===== src/rtl/mem_port_arbiter_pkg.sv =====
// Shared types for the unified memory-port arbiter: FSM state encoding and the
// mapping from state to the side that currently owns the memory handshake.
package mem_port_arbiter_pkg;

    typedef enum logic [1:0] {
        IDLE  = 2'd0,
        IBUSY = 2'd1,
        DBUSY = 2'd2
    } state_t;

    localparam logic [1:0] OWNER_NONE = 2'd0;
    localparam logic [1:0] OWNER_I    = 2'd1;
    localparam logic [1:0] OWNER_D    = 2'd2;

    function automatic logic [1:0] state_owner(input state_t s);
        logic [1:0] owner;
        case (s)
            IBUSY:   owner = OWNER_I;
            DBUSY:   owner = OWNER_D;
            default: owner = OWNER_NONE;
        endcase
        return owner;
    endfunction

endpackage


===== src/rtl/mem_port_arbiter.sv =====
// Arbitrates the fetch and load/store sides onto one memory handshake; data wins
// by default, a bounded data streak keeps fetch from being starved.
module mem_port_arbiter
    import mem_port_arbiter_pkg::*;
#(
    parameter int AW          = 32,
    parameter int DW          = 32,
    parameter int MAX_DSTREAK = 4
) (
    input  logic          clk,
    input  logic          reset,
    input  logic          i_req,
    input  logic [AW-1:0] i_addr,
    output logic [DW-1:0] i_rdata,
    output logic          i_done,
    input  logic          d_req,
    input  logic          d_we,
    input  logic          d_byte,
    input  logic [AW-1:0] d_addr,
    input  logic [DW-1:0] d_wdata,
    output logic [DW-1:0] d_rdata,
    output logic          d_done,
    output logic          mem_req,
    output logic          mem_we,
    output logic          mem_byte,
    output logic [AW-1:0] mem_addr,
    output logic [DW-1:0] mem_wdata,
    input  logic [DW-1:0] mem_rdata,
    input  logic          mem_ready
);

    localparam int SW = $clog2(MAX_DSTREAK + 1);
    localparam logic [SW-1:0] DSTREAK_LIMIT = SW'(MAX_DSTREAK);

    state_t        state_reg;
    state_t        state_next;
    logic          grant_i;
    logic          grant_d;
    logic          complete_i;
    logic          complete_d;
    logic [1:0]    owner;
    logic          i_elig;
    logic          d_elig;
    logic [SW-1:0] dstreak_reg;
    logic          mem_we_reg;
    logic          mem_byte_reg;
    logic [AW-1:0] mem_addr_reg;
    logic [DW-1:0] mem_wdata_reg;
    logic [DW-1:0] i_rdata_reg;
    logic [DW-1:0] d_rdata_reg;
    logic          i_done_reg;
    logic          d_done_reg;

    // A side whose done pulse is high is dropping its request this cycle.
    assign i_elig = i_req && !i_done_reg;
    assign d_elig = d_req && !d_done_reg;

    always_ff @(posedge clk or posedge reset) begin
        if (reset) begin
            state_reg <= IDLE;
        end else begin
            state_reg <= state_next;
        end
    end

    always_comb begin
        state_next = state_reg;
        grant_i    = 1'b0;
        grant_d    = 1'b0;
        case (state_reg)
            IDLE: begin
                if (d_elig && (!i_elig || (dstreak_reg < DSTREAK_LIMIT))) begin
                    state_next = DBUSY;
                    grant_d    = 1'b1;
                end else if (i_elig) begin
                    state_next = IBUSY;
                    grant_i    = 1'b1;
                end
            end
            IBUSY, DBUSY: begin
                if (mem_ready) begin
                    state_next = IDLE;
                end
            end
            default: state_next = IDLE;
        endcase
    end

    always_comb begin
        owner      = state_owner(state_reg);
        mem_req    = (owner != OWNER_NONE);
        complete_i = (owner == OWNER_I) && mem_ready;
        complete_d = (owner == OWNER_D) && mem_ready;
    end

    always_ff @(posedge clk or posedge reset) begin
        if (reset) begin
            mem_we_reg    <= 1'b0;
            mem_byte_reg  <= 1'b0;
            mem_addr_reg  <= '0;
            mem_wdata_reg <= '0;
            dstreak_reg   <= '0;
            i_rdata_reg   <= '0;
            d_rdata_reg   <= '0;
            i_done_reg    <= 1'b0;
            d_done_reg    <= 1'b0;
        end else begin
            i_done_reg <= complete_i;
            d_done_reg <= complete_d;
            if (complete_i) begin
                i_rdata_reg <= mem_rdata;
            end
            // Stores complete without touching the load-data register.
            if (complete_d && !mem_we_reg) begin
                d_rdata_reg <= mem_rdata;
            end
            if (grant_d) begin
                mem_we_reg    <= d_we;
                mem_byte_reg  <= d_byte;
                mem_addr_reg  <= d_addr;
                mem_wdata_reg <= d_wdata;
                if (!i_req) begin
                    dstreak_reg <= '0;
                end else if (dstreak_reg != DSTREAK_LIMIT) begin
                    dstreak_reg <= dstreak_reg + SW'(1);
                end
            end else if (grant_i) begin
                mem_we_reg    <= 1'b0;
                mem_byte_reg  <= 1'b0;
                mem_addr_reg  <= i_addr;
                mem_wdata_reg <= '0;
                dstreak_reg   <= '0;
            end
        end
    end

    assign mem_we    = mem_we_reg;
    assign mem_byte  = mem_byte_reg;
    assign mem_addr  = mem_addr_reg;
    assign mem_wdata = mem_wdata_reg;
    assign i_rdata   = i_rdata_reg;
    assign d_rdata   = d_rdata_reg;
    assign i_done    = i_done_reg;
    assign d_done    = d_done_reg;

endmodule


===== config.mk =====
export PLATFORM = sky130hd
export DESIGN_NAME = mem_port_arbiter
export DESIGN_NICKNAME = d
export VERILOG_FILES = /design/src/rtl/mem_port_arbiter_pkg.sv /design/src/rtl/mem_port_arbiter.sv
export SDC_FILE = /design/constraint.sdc
export NUM_CORES = 1
export LEC_CHECK = 0
export BUFFER_PORTS_ARGS = -buffer_cell sky130_fd_sc_hd__buf_2
export CAP_MARGIN = 0
export CORE_ASPECT_RATIO = 1.25
export CORE_MARGIN = 2
export CORE_UTILIZATION = 40
export DETAILED_ROUTE_END_ITERATION = 7
export PLACE_DENSITY_LB_ADDON = 0.05
export SETUP_SLACK_MARGIN = 0.02
export SLEW_MARGIN = 20
export SYNTH_ARGS = -nofsm -noshare
export SYNTH_HDL_FRONTEND = slang
export SYNTH_SLANG_ARGS = --single-unit

===== constraint.sdc =====
create_clock -name clk -period 11.2 [get_ports clk]
set_input_delay 0.56 -clock clk [delete_from_list [all_inputs] [get_ports clk]]
set_output_delay 0.56 -clock clk [all_outputs]
set_load 0.01 [all_outputs]

==> Word level (Yosys, flattened, before mapping) <==
Index checks and enable logic that the tools add are counted.
{ "classes": {"addsub": 1, "order_cmp": 1, "n_eq_ne": 8, "n_mux": 21, "n_reduce_logical": 17} }
{ "ops": {"columns": ["cell", "n"], "rows": [
  ["32-bit 2-to-1 mux", 4],
  ["3-bit 2-to-1 mux", 4],
  ["1-bit 2-to-1 mux", 8],
  ["2-bit case mux with 2 select lines", 2],
  ["1-bit logical AND", 6],
  ["2-bit 2-to-1 mux", 3],
  ["3-bit != test, second input constant", 2],
  ["2-bit by 1-bit equality test with 1-bit output, second input constant", 2],
  ["2-bit equality test, second input constant", 2],
  ["1-bit logical NOT", 4],
  ["2-bit AND reduction", 2],
  ["2-bit nonzero test", 2],
  ["3-bit by 1-bit adder with 3-bit output, second input constant", 1],
  ["3-bit < comparator, second input constant", 1],
  ["3-bit by 2-bit != test with 1-bit output, second input constant", 1],
  ["2-bit logical NOT", 1],
  ["2-bit != test, second input constant", 1],
  ["2-bit OR reduction", 1],
  ["1-bit logical OR", 1]
]} }
{ "word_totals": {"register_bits": 137, "out_inout_bits": 133, "word_cells": 58} }

==> Depth between registers and ports, before layout <==
{ "depth": {"word_depth": 9, "ltp_mapped": 8, "mapped_depth_nobuf": 6} }

==> Worst setup path after synthesis <==
OpenSTA, ideal clock, no wires.
{ "synth_path": {"kind": "input to register", "startpoint": "in mem_ready", "endpoint": "reg d_rdata_reg[0] (netlist: d_rdata[0])", "setup_time_ps": 125, "arrival_ps": 1395, "t_required_ps": 11075, "path_slack_ps": 9680, "cell_stages": 5, "n_path_buf": 2, "path_cell_list": "and2_1 nand2b_1 clkbuf_2 buf_4 mux2_2"} }
{ "synth_via": {"elab_chain_cells": 2} }
{ "synth_lines": {"columns": ["item", "line", "rtl"], "rows": [
  ["from (decl)", "mem_port_arbiter.sv:29", "input logic mem_ready"],
  ["1-bit logical AND", "mem_port_arbiter.sv:93", "complete_d = (owner == OWNER_D) && mem_ready;"],
  ["1-bit logical AND", "mem_port_arbiter.sv:114", "if (complete_d && !mem_we_reg) begin"],
  ["to (signal assigned)", "mem_port_arbiter.sv:115", "d_rdata_reg <= mem_rdata;"],
  ["to (decl)", "mem_port_arbiter.sv:50", "logic [DW-1:0] d_rdata_reg;"]
]} }
No other way between the ends.
A chain may end at the register's enable or synchronous reset.

==> Final worst setup path <==
{ "layout_path": {"startpoint": "reg d_done_reg (netlist: d_done)", "endpoint": "reg mem_addr_reg[11] (netlist: mem_addr[11])"} }
{ "layout_via": {"elab_chain_cells": 6} }
{ "layout_lines": {"columns": ["item", "line", "rtl"], "rows": [
  ["from (decl)", "mem_port_arbiter.sv:52", "logic d_done_reg;"],
  ["from (signal assigned)", "mem_port_arbiter.sv:109", "d_done_reg <= complete_d;"],
  ["1-bit logical NOT (*)", "mem_port_arbiter.sv:56", "assign d_elig = d_req && !d_done_reg;"],
  ["1-bit logical AND (*)", "mem_port_arbiter.sv:56", null],
  ["1-bit logical AND (*)", "mem_port_arbiter.sv:72", "if (d_elig && (!i_elig || (dstreak_reg < DSTREAK_LIMIT))) begin"],
  ["1-bit 2-to-1 mux", "mem_port_arbiter.sv:72", null],
  ["1-bit 2-to-1 mux", "mem_port_arbiter.sv:70", "case (state_reg)"],
  ["32-bit 2-to-1 mux / 2-bit nonzero test (equally long branches)", null, null],
  ["to (signal assigned)", "mem_port_arbiter.sv:120", "mem_addr_reg <= d_addr;"],
  ["to (signal assigned)", "mem_port_arbiter.sv:130", "mem_addr_reg <= i_addr;"],
  ["to (decl)", "mem_port_arbiter.sv:47", "logic [AW-1:0] mem_addr_reg;"]
]} }
Mark *: on every way between the ends. The rest lies on a longest branch, timed or not.

==> impl_metrics.tcl <==
set metrics [dict create \
    status "finished, final reports clean" \
    fill_cells 1164 \
    num_io_pins 268 \
    clk_latency_ns 0.42 \
    drv_cap 0 \
    final_core_util_pct 56.4 \
    grt_pass1_wl_um 20800 \
    period_share_pct 19.0 \
    yosysSeqAreaShare_pct 63.7 \
    hold_path.class "primary input to async pin" \
    hold_viol 0 \
    synth_cell_types 30 \
    initial_utilization_pct 40.9 \
    total_leakage_power_nw 3.79 \
    critPathLaunchType "register" \
    chipHeight_um 134 \
    antenna_left 0 \
    fin_crit_ns 2.13 \
    hpwlAfterDp_um 9590 \
    syn_inst 404 \
    grtUsageTotal_pct 18.9 \
    syn_avg_cell_area_sq_um 13.3 \
    cts.repair.resized 0 \
    crit_path_end_kind "register" \
    cts-root-buf "clkbuf_16" \
    ff2ff_path_depth 4 \
    p_per_area_mw_per_mm2 314 \
    grt_pass1_vias 4215 \
    worst_pin_slew_ns 1.06 \
    finalSetupTns_ns 0 \
    core_area_sq_mm 0.0132 \
    max_slew_margin_pct 28.9 \
    arrival_ns 2.40 \
    regArea_sq_mm 0.00343 \
    yosys_warnings 0 \
    synth_edf_count 0 \
    dr.first_iter.drc_count 166 \
    finalClockSkew_ns 0.0129 \
    cts_max_level 4 \
    slew_violations 0 \
    path_max_fanout 79 \
    num-nets-final 805 \
    r2r_setup_slack_ns 9.07 \
    critPathKind "register to register" \
    post_drt_wl_per_cell_um 16.0 \
    first_pass_iters 4 \
    num_rows 47 \
    synth_ff_type "dfrtp_1" \
    syn-num-nets 544 \
    die-area_sq_mm 0.0144 \
    pre_cts_ws_ns 8.75 \
    vias 4174 \
    yosys_register_bits 137 \
    rsz0062_at_grt "no" \
    finalWirelength_um 13600 \
    multiInputGateArea_sq_mm 0.00177 \
    cts_sinks 137 \
    synth_async_sr_flop_share_pct 100 \
    vias_per_cell 4.92 \
    setup_viol 0 \
    cts.clk_slew.worst_paths_ns 0.06 \
    ctsHoldBuffers 0 \
    fp.dieW_um 108 \
    gp_congestion 0.777 \
    synth_area_sq_mm 0.00538 \
    r2r_end "mem_addr[11]" \
    diodes 0 \
    ir_drop_v 0.000152 \
    required_ns 11.47 \
    worstReg2RegStart "d_done" \
    grt_start_max_net_pins 80 \
    overflow 0 \
    fin_ws_ns 9.07 \
    drive_gt1_share_pct 54.5 \
    antenna_found_initial 1 \
    cts_tree "done" \
    drc 0 \
    fmax_mhz 469 \
    post_cts_buffers 0 \
    syn2layout_area_growth_pct 38.0 \
    portBuffers 267 \
    hold_slack_ns 0.225 \
    cts_buffers 17 \
    cts.path.max_buffers 2 \
]
==> kinds of logic after synthesis <==
kind of cell / share of synthesized area, %
DFF: 63.7
AOI/OAI and AO/OA: 13.8
muxes: 13.4
and+or+nand+nor: 4.39
buffers and inverters: 3.53
adders and majority gates: 1.16
==> per-stage QoR <==
stage / total power (W) / cells / instance area (sq um)
6_report: 0.00233 / 848 / 7430
3_3_place_gp: 0.00173 / 817 / 6800
5_1_grt: 0.00248 / 848 / 7430
2_1_floorplan: 0.00141 / 404 / 5380
4_1_cts: 0.00236 / 848 / 7430
3_5_place_dp: 0.00176 / 817 / 6800
==> critical path, cell delays in order, from the launching register on <==
cell and delay (ns):
dfrtp_1 0.35, and2b_2 0.26, o21ai_4 0.49, buf_4 0.64
o21ai_0 0.20
==> report_power, final <==
part           switching [W]  internal [W]
Sequential          0.000119      0.000743
Combinational       0.000472      0.000406
Clock               0.000208      0.000383
==> cell usage in the layout (no fill, tap or decap), types with 2 or more instances in the layout <==
cell type,instances
o22ai_1,33
a31oi_1,2
buf_4,3
clkbuf_8,2
buf_2,267
o21ai_1,6
clkbuf_16,17
dfrtp_1,137
clkinv_2,2
inv_6,2
a22o_1,35
nand2_1,38
inv_1,6
bufinv_16,4
nand2b_1,3
o21ai_0,32
clkinvlp_4,3
ha_1,5
mux2_2,63
==> worst max path at each step <==
stage	start	to	slack, ns	cells past startpoint
floorplan	reset	d_done	6.97	1
global placement	d_req	mem_addr[8]	8.82	5
detailed placement	d_req	mem_addr[13]	8.75	5
CTS	d_done	mem_addr[13]	9.03	4
global route	d_done	mem_addr[9]	8.84	4
finish	d_done	mem_addr[11]	9.07	4
==> cell type report <==
class	instances	share of cell area (%)
tap	171	2.88
clock inverter	11	2.29
clock buffer	20	6.15
multi-input combinational	232	23.8
sequential	137	46.2
inverter	7	0.421
timing repair buffer	270	18.3
==> synthesized netlist by cell type, drive strengths merged, types with 2 or more instances <==
cell / count / area [sq um]
a31oi: 2 / 12.5
ha: 5 / 62.6
dfrtp: 137 / 3430
nor2b: 2 / 15.0
nand2: 38 / 143
o22ai: 33 / 206
and3: 2 / 17.5
clkbuf: 4 / 16.3
mux2: 64 / 721
inv: 7 / 26.3
a22o: 35 / 307
o21ai: 39 / 206
buf: 24 / 148
nand2b: 4 / 25.0
==> per-layer routing <==
layer / global-route usage (%) / vias up / share of wire [%]
met1: 21.2 / 1987 / 39
met4: 8.33 / 2 / 2.8
li1: - / 1979 / -
met5: 0 / - / 0.11
met3: 7.58 / 27 / 8.6
met2: 31.5 / 179 / 50
No activity file was read; power rests on OpenSTA's default activity.
